## config.mk

```make
export PLATFORM = sky130hd
export DESIGN_NAME = iterative_divider
export DESIGN_NICKNAME = d
export VERILOG_FILES = /design/src/rtl/iterative_divider.sv
export SDC_FILE = /design/constraint.sdc
export NUM_CORES = 1
export LEC_CHECK = 0
export CAP_MARGIN = 20
export CORE_MARGIN = 2
export CORE_UTILIZATION = 25
export DETAILED_ROUTE_END_ITERATION = 7
export PLACE_DENSITY = 0.47
export RECOVER_POWER = 25
export SETUP_SLACK_MARGIN = 0.15
export SYNTH_ARGS = -nofsm -noshare
export SYNTH_HDL_FRONTEND = slang
export SYNTH_SLANG_ARGS = --single-unit
```

## constraint.sdc

```tcl
create_clock -name clk -period 7.3 [get_ports clk]
set_input_delay 1.825 -clock clk [delete_from_list [all_inputs] [get_ports clk]]
set_output_delay 1.825 -clock clk [all_outputs]
set_load 0.1 [all_outputs]
```

## src/rtl/iterative_divider.sv

```systemverilog
// -----------------------------------------------------------------------------
// iterative_divider
//   Radix-2 restoring divider. It produces one quotient bit per clock and
//   supports signed and unsigned quotient and remainder.
//
//   Parameters
//     WIDTH        operand/result width in bits (4..64)
//     OP_DIV       op code for signed quotient     (default 2'b00)
//     OP_DIVU      op code for unsigned quotient   (default 2'b01)
//     OP_REM       op code for signed remainder    (default 2'b10)
//     OP_REMU      op code for unsigned remainder  (default 2'b11)
//
//   Ports
//     clk          single clock; all logic on its rising edge
//     rst          synchronous, active-high reset
//     a            dividend
//     b            divisor
//     op           operation select
//     enabled      request level
//     c            registered result (quotient or remainder)
//     completed    registered; high while c is valid for the current request
//     busy         registered; high while iterating (state CALC)
//     o_dbg_state  current FSM state (IDLE=0, CALC=1, FIX=2, DONE=3)
//
//   Request protocol
//     The requester raises enabled together with valid a/b/op and keeps it
//     high. The operands are captured on the first edge that samples enabled
//     high in IDLE; later changes are ignored. completed rises when c is valid
//     and stays high, with c held, for as long as enabled stays high. Any edge
//     that samples enabled low aborts or ends the request and returns to IDLE;
//     c keeps its last value. A new request needs at least one low cycle on
//     enabled.
// -----------------------------------------------------------------------------
module iterative_divider #(
  parameter int         WIDTH   = 32,
  parameter logic [1:0] OP_DIV  = 2'b00,
  parameter logic [1:0] OP_DIVU = 2'b01,
  parameter logic [1:0] OP_REM  = 2'b10,
  parameter logic [1:0] OP_REMU = 2'b11
) (
  input  logic             clk,
  input  logic             rst,
  input  logic [WIDTH-1:0] a,
  input  logic [WIDTH-1:0] b,
  input  logic [1:0]       op,
  input  logic             enabled,
  output logic [WIDTH-1:0] c,
  output logic             completed,
  output logic             busy,
  output logic [1:0]       o_dbg_state
);

  typedef enum logic [1:0] {
    S_IDLE = 2'd0,
    S_CALC = 2'd1,
    S_FIX  = 2'd2,
    S_DONE = 2'd3
  } state_t;

  localparam logic [WIDTH-1:0] LP_CNT_INIT = WIDTH'(WIDTH);
  localparam logic [WIDTH-1:0] LP_CNT_ONE  = WIDTH'(1);
  localparam logic [WIDTH-1:0] LP_SMIN     = {1'b1, {(WIDTH-1){1'b0}}};

  state_t           r_state;
  logic [WIDTH-1:0] r_cnt;
  logic [WIDTH-1:0] r_quo;     // dividend magnitude shifting out, quotient in
  logic [WIDTH-1:0] r_rem;     // partial remainder (always < divisor)
  logic [WIDTH-1:0] r_div;     // divisor magnitude
  logic             r_is_rem;  // result select: remainder instead of quotient
  logic             r_neg_q;   // quotient must be negated in FIX
  logic             r_neg_r;   // remainder must be negated in FIX
  logic [WIDTH-1:0] r_c;
  logic             r_completed;
  logic             r_busy;

  // Request decode, evaluated on the capture edge only.
  logic             w_is_div;
  logic             w_is_signed;
  logic             w_a_neg;
  logic             w_b_neg;
  logic [WIDTH-1:0] w_a_mag;
  logic [WIDTH-1:0] w_b_mag;
  logic             w_b_zero;
  logic             w_ovf;

  assign w_is_div    = (op == OP_DIV) || (op == OP_DIVU);
  assign w_is_signed = (op == OP_DIV) || (op == OP_REM);
  assign w_a_neg     = w_is_signed && a[WIDTH-1];
  assign w_b_neg     = w_is_signed && b[WIDTH-1];
  // The magnitude of the signed minimum is 2^(WIDTH-1). Its negation wraps to
  // the same bit pattern, which reads correctly as an unsigned magnitude.
  assign w_a_mag     = w_a_neg ? (~a + LP_CNT_ONE) : a;
  assign w_b_mag     = w_b_neg ? (~b + LP_CNT_ONE) : b;
  assign w_b_zero    = (b == '0);
  assign w_ovf       = w_is_signed && (a == LP_SMIN) && (b == '1);

  // One restoring step. The shifted remainder needs WIDTH+1 bits because it
  // can reach 2*divisor-1. The sign of the trial difference decides the
  // quotient bit.
  logic [WIDTH:0] w_rem_sh;
  logic [WIDTH:0] w_diff;

  assign w_rem_sh = {r_rem, r_quo[WIDTH-1]};
  assign w_diff   = w_rem_sh - {1'b0, r_div};

  always_ff @(posedge clk) begin
    if (rst) begin
      r_state     <= S_IDLE;
      r_cnt       <= '0;
      r_quo       <= '0;
      r_rem       <= '0;
      r_div       <= '0;
      r_is_rem    <= 1'b0;
      r_neg_q     <= 1'b0;
      r_neg_r     <= 1'b0;
      r_c         <= '0;
      r_completed <= 1'b0;
      r_busy      <= 1'b0;
    end else if (!enabled) begin
      // Abort or end of request: c keeps its last value.
      r_state     <= S_IDLE;
      r_completed <= 1'b0;
      r_busy      <= 1'b0;
    end else begin
      case (r_state)
        S_IDLE: begin
          r_is_rem    <= !w_is_div;
          r_completed <= 1'b0;
          if (w_b_zero || w_ovf) begin
            // The special results are preloaded as an already-finished
            // quotient/remainder pair with no sign fix-up. Passing through FIX
            // then produces them one edge after capture.
            r_quo   <= w_b_zero ? '1 : a;
            r_rem   <= w_b_zero ? a : '0;
            r_neg_q <= 1'b0;
            r_neg_r <= 1'b0;
            r_busy  <= 1'b0;
            r_state <= S_FIX;
          end else begin
            r_quo   <= w_a_mag;
            r_rem   <= '0;
            r_div   <= w_b_mag;
            r_neg_q <= w_a_neg ^ w_b_neg;
            r_neg_r <= w_a_neg;
            r_cnt   <= LP_CNT_INIT;
            r_busy  <= 1'b1;
            r_state <= S_CALC;
          end
        end

        S_CALC: begin
          if (!w_diff[WIDTH]) begin
            r_rem <= w_diff[WIDTH-1:0];
            r_quo <= {r_quo[WIDTH-2:0], 1'b1};
          end else begin
            r_rem <= w_rem_sh[WIDTH-1:0];
            r_quo <= {r_quo[WIDTH-2:0], 1'b0};
          end
          r_cnt <= r_cnt - LP_CNT_ONE;
          if (r_cnt == LP_CNT_ONE) begin
            r_busy  <= 1'b0;
            r_state <= S_FIX;
          end
        end

        S_FIX: begin
          if (r_is_rem) begin
            r_c <= r_neg_r ? (~r_rem + LP_CNT_ONE) : r_rem;
          end else begin
            r_c <= r_neg_q ? (~r_quo + LP_CNT_ONE) : r_quo;
          end
          r_completed <= 1'b1;
          r_state     <= S_DONE;
        end

        S_DONE: begin
          // Hold the result until the requester drops enabled.
          r_completed <= 1'b1;
          r_state     <= S_DONE;
        end

        default: begin
          r_state     <= S_IDLE;
          r_completed <= 1'b0;
          r_busy      <= 1'b0;
        end
      endcase
    end
  end

  assign c           = r_c;
  assign completed   = r_completed;
  assign busy        = r_busy;
  assign o_dbg_state = r_state;

endmodule

```

==> run_results.csv <==
group,metric,value,unit
synthesis,post-synth-top-count-cell,"dfxtp_1",
layout,multi_input_area,0.00773,sq mm
cts,cts_tree,"yes",
route,avgViaCountPerCell,5.08,
sta,rsz0062_at_grt,"no",
synthesis,ys_types,69,
sta,hold_violations,0,
sta,post-route-min-period,5.28,ns
placed_design,dp_slack,1.67,ns
layout,fillCellCount,4988,
cts,clk_pin_slew,0.07,ns
cts,numCtsBuffers,17,
setup_path,cp_common_cell,"nor3b_2",
sta,setup_tns,0,ns
synthesis,yosysTopAreaCellShare,28.6,%
sta,fin_ws,2.02,ns
placed_design,hpwl,29900,microns
sta,worst_pin_slew,1.49,ns
floorplan,fp-row-count,79,
route,wl_per_cell,17.6,microns
synthesis,syn_inst,1533,
floorplan,dieArea,0.0484,sq mm
synthesis,async_flop_share,0,%
synthesis,ys_ff_latch,167,
setup_path,cp.arrival,5.66,ns
layout,drive_gt1_share,5.29,%
job,drv_cap,0,
power,p_per_area,214,mW/mm^2
cts,htreeDepth,4,
synthesis,ys_seq_area_share,28.6,%
global_route,overflow,0,
route,antenna_left,0,
synthesis,synthFlopType,"dfxtp_1",
global_route,globalRouteTotalUtil,16.2,%
cts,cts_max_path_buffers,2,
setup_path,critPathTopFamily,"simple AND/OR/NAND/NOR gates",
route,vias,11200,
setup_path,crit_chain,"clkdlybuf4s50_1 > or3_1 > nor3b_2 > nand3_1 > nor3_1 > nor3b_2 > buf_4 > a21oi_1 > nor3b_1 > or4_1 > a31oi_1",
global_route,grt_max_degree,102,
route,drt_iter0_drc,635,
global_route,grt_pass1_wl,61800,microns
setup_path,cp_slowest_stage_delay,0.52,ns
synthesis,synth_warnings,0,
floorplan,core_area,0.0464,sq mm
global_route,grt_pass1_vias,10600,
cts,hold_buffers,0,
floorplan,die_w,220,microns
setup_path,startpoint_type,"input port",
cts,cts_resized,0,
sta,fmax,189,MHz
sta,slew-limit-headroom,0.567,%
setup_path,end_kind,"flop",
synthesis,synth_area_leaders,"dfxtp_1 29%, xnor2_1 7.5%, a21oi_1 6.5%",
synthesis,syn_area,0.0117,sq mm
route,drtPass1Iterations,4,
power,peakVddDrop,160,uV
cts,clkSinkCount,167,
synthesis,avgSynthCellArea,7.61,sq um
layout,regArea,0.00334,sq mm
synthesis,syn_nets,1642,
setup_path,critPathBufInv,2,
layout,post-route-util,30.0,%
setup_path,slowest_stage,"nor3b_2",
setup_path,critPathRequiredTime,7.68,ns
cts,post-cts-setup-buffers,0,
sta,fin_skew,0.00854,ns
floorplan,fp.dieH,220,microns
floorplan,start_util,25.2,%
power,p_leak,4.82,nW
sta,slew_violations,0,
global_route,antenna_found_initial,3,
sta,fin_crit_sh,72.4,%
synthesis,yosysTopAreaCell,"dfxtp_1",
worst_hold_path,hold_path_class,"flop to flop",
sta,holdWs,0.450,ns
layout,area_delta_synth_final,19.2,%
floorplan,ios,105,
setup_path,path_max_fanout,33,
sta,setup_viol,0,
outcome,status,"finished clean",
synthesis,ys_top_cells_by_count,"167 x dfxtp_1, 151 x a21oi_1, 149 x nor2_1",
placed_design,numPortBuffers,104,
route,totalWireLength,38700,microns
cts,insertion_delay,0.45,ns
setup_path,worstSetupPathType,"input port to flop",
placed_design,gp_congestion,0.889,
route,drc,0,
layout,nets,1685,
synthesis,synth_edf_count,0,
cts,cts-root-buf,"clkbuf_16",
placed cells by master, fill, tap and decap left out, types with 38 or more instances in the layout:
| master | count |
|---|---|
| dfxtp_1 | 166 |
| a21oi_1 | 151 |
| nor2_1 | 148 |
| nand2_1 | 132 |
| xnor2_1 | 100 |
| clkdlybuf4s50_1 | 86 |
| xor2_1 | 71 |
| inv_1 | 64 |
| o21ai_0 | 50 |
| nor3_1 | 44 |
| a211oi_1 | 43 |
| ha_1 | 39 |
| o211ai_1 | 38 |
registers in the layout, summed over array words and instances (netlist names), 2 cells and up:
register	flops
r_rem	32
r_div	32
o_dbg_state	2
r_cnt	32
r_quo	32
c	32
final cells by class:
class / instances / area share, %
clock buffers: 21 / 3.38
repair buffers: 123 / 8.58
clock inverters: 11 / 1.22
multi-input cells: 1203 / 55.6
diodes: 3 / 0.0539
flip-flops and latches: 167 / 24.0
well taps: 607 / 5.46
inverters: 64 / 1.73
kinds of logic (layout without fill, tap and decap cells):
logic type / after synthesis / in the layout / synth area share [%]
XOR/XNOR: 171 / 171 / 12.8
other: 0 / 3 / 0
adder cells (fa/ha/maj): 40 / 40 / 4.35
flip-flops: 167 / 167 / 28.6
AND/OR/NAND/NOR: 513 / 513 / 21.6
buffers and inverters: 163 / 219 / 5.31
multiplexers: 9 / 9 / 0.825
AO/OA/AOI/OAI: 470 / 470 / 26.5
per-layer routing:
metal  vias to the layer above  GRT usage, %  part of all wire, %
li1                       5685             -                    -
met1                      5197          23.3                   51
met5                         -             0                    0
met4                         0          6.06                  2.7
met3                        45          2.75                  4.4
met2                       242          24.1                   42
path summary, 6_finish.rpt:
check	from	end	slack, ns	cells after the start
setup reg to reg	r_quo[31]	r_rem[25]	3.35	12
setup / recovery	b[2]	r_rem[27]	2.02	11
hold / removal	c[31]	c[31]	0.45	2
hold reg to reg	c[31]	c[31]	0.45	2
per-stage QoR:
step / cell area, sq um / instances / power [mW]
3_3_place_gp: 13200 / 2160 / 1.98
3_5_place_dp: 13200 / 2162 / 1.99
2_1_floorplan: 11700 / 1533 / 1.73
5_1_grt: 13900 / 2199 / 3.16
6_report: 13900 / 2199 / 2.97
4_1_cts: 13900 / 2194 / 3.00
tightest hold or removal path, stage by stage (launching register included):
cell and delay, ns:
dfxtp_1 0.31, nand2_1 0.05, a21oi_1 0.05
where the power goes:
part	internal [mW]	leakage, nW	switching [mW]
registers	0.971	1.37	0.0804
clock network	0.601	0.317	0.397
logic	0.378	3.13	0.545
total	1.95	4.82	1.02
No activity file was read; power rests on OpenSTA's default activity.
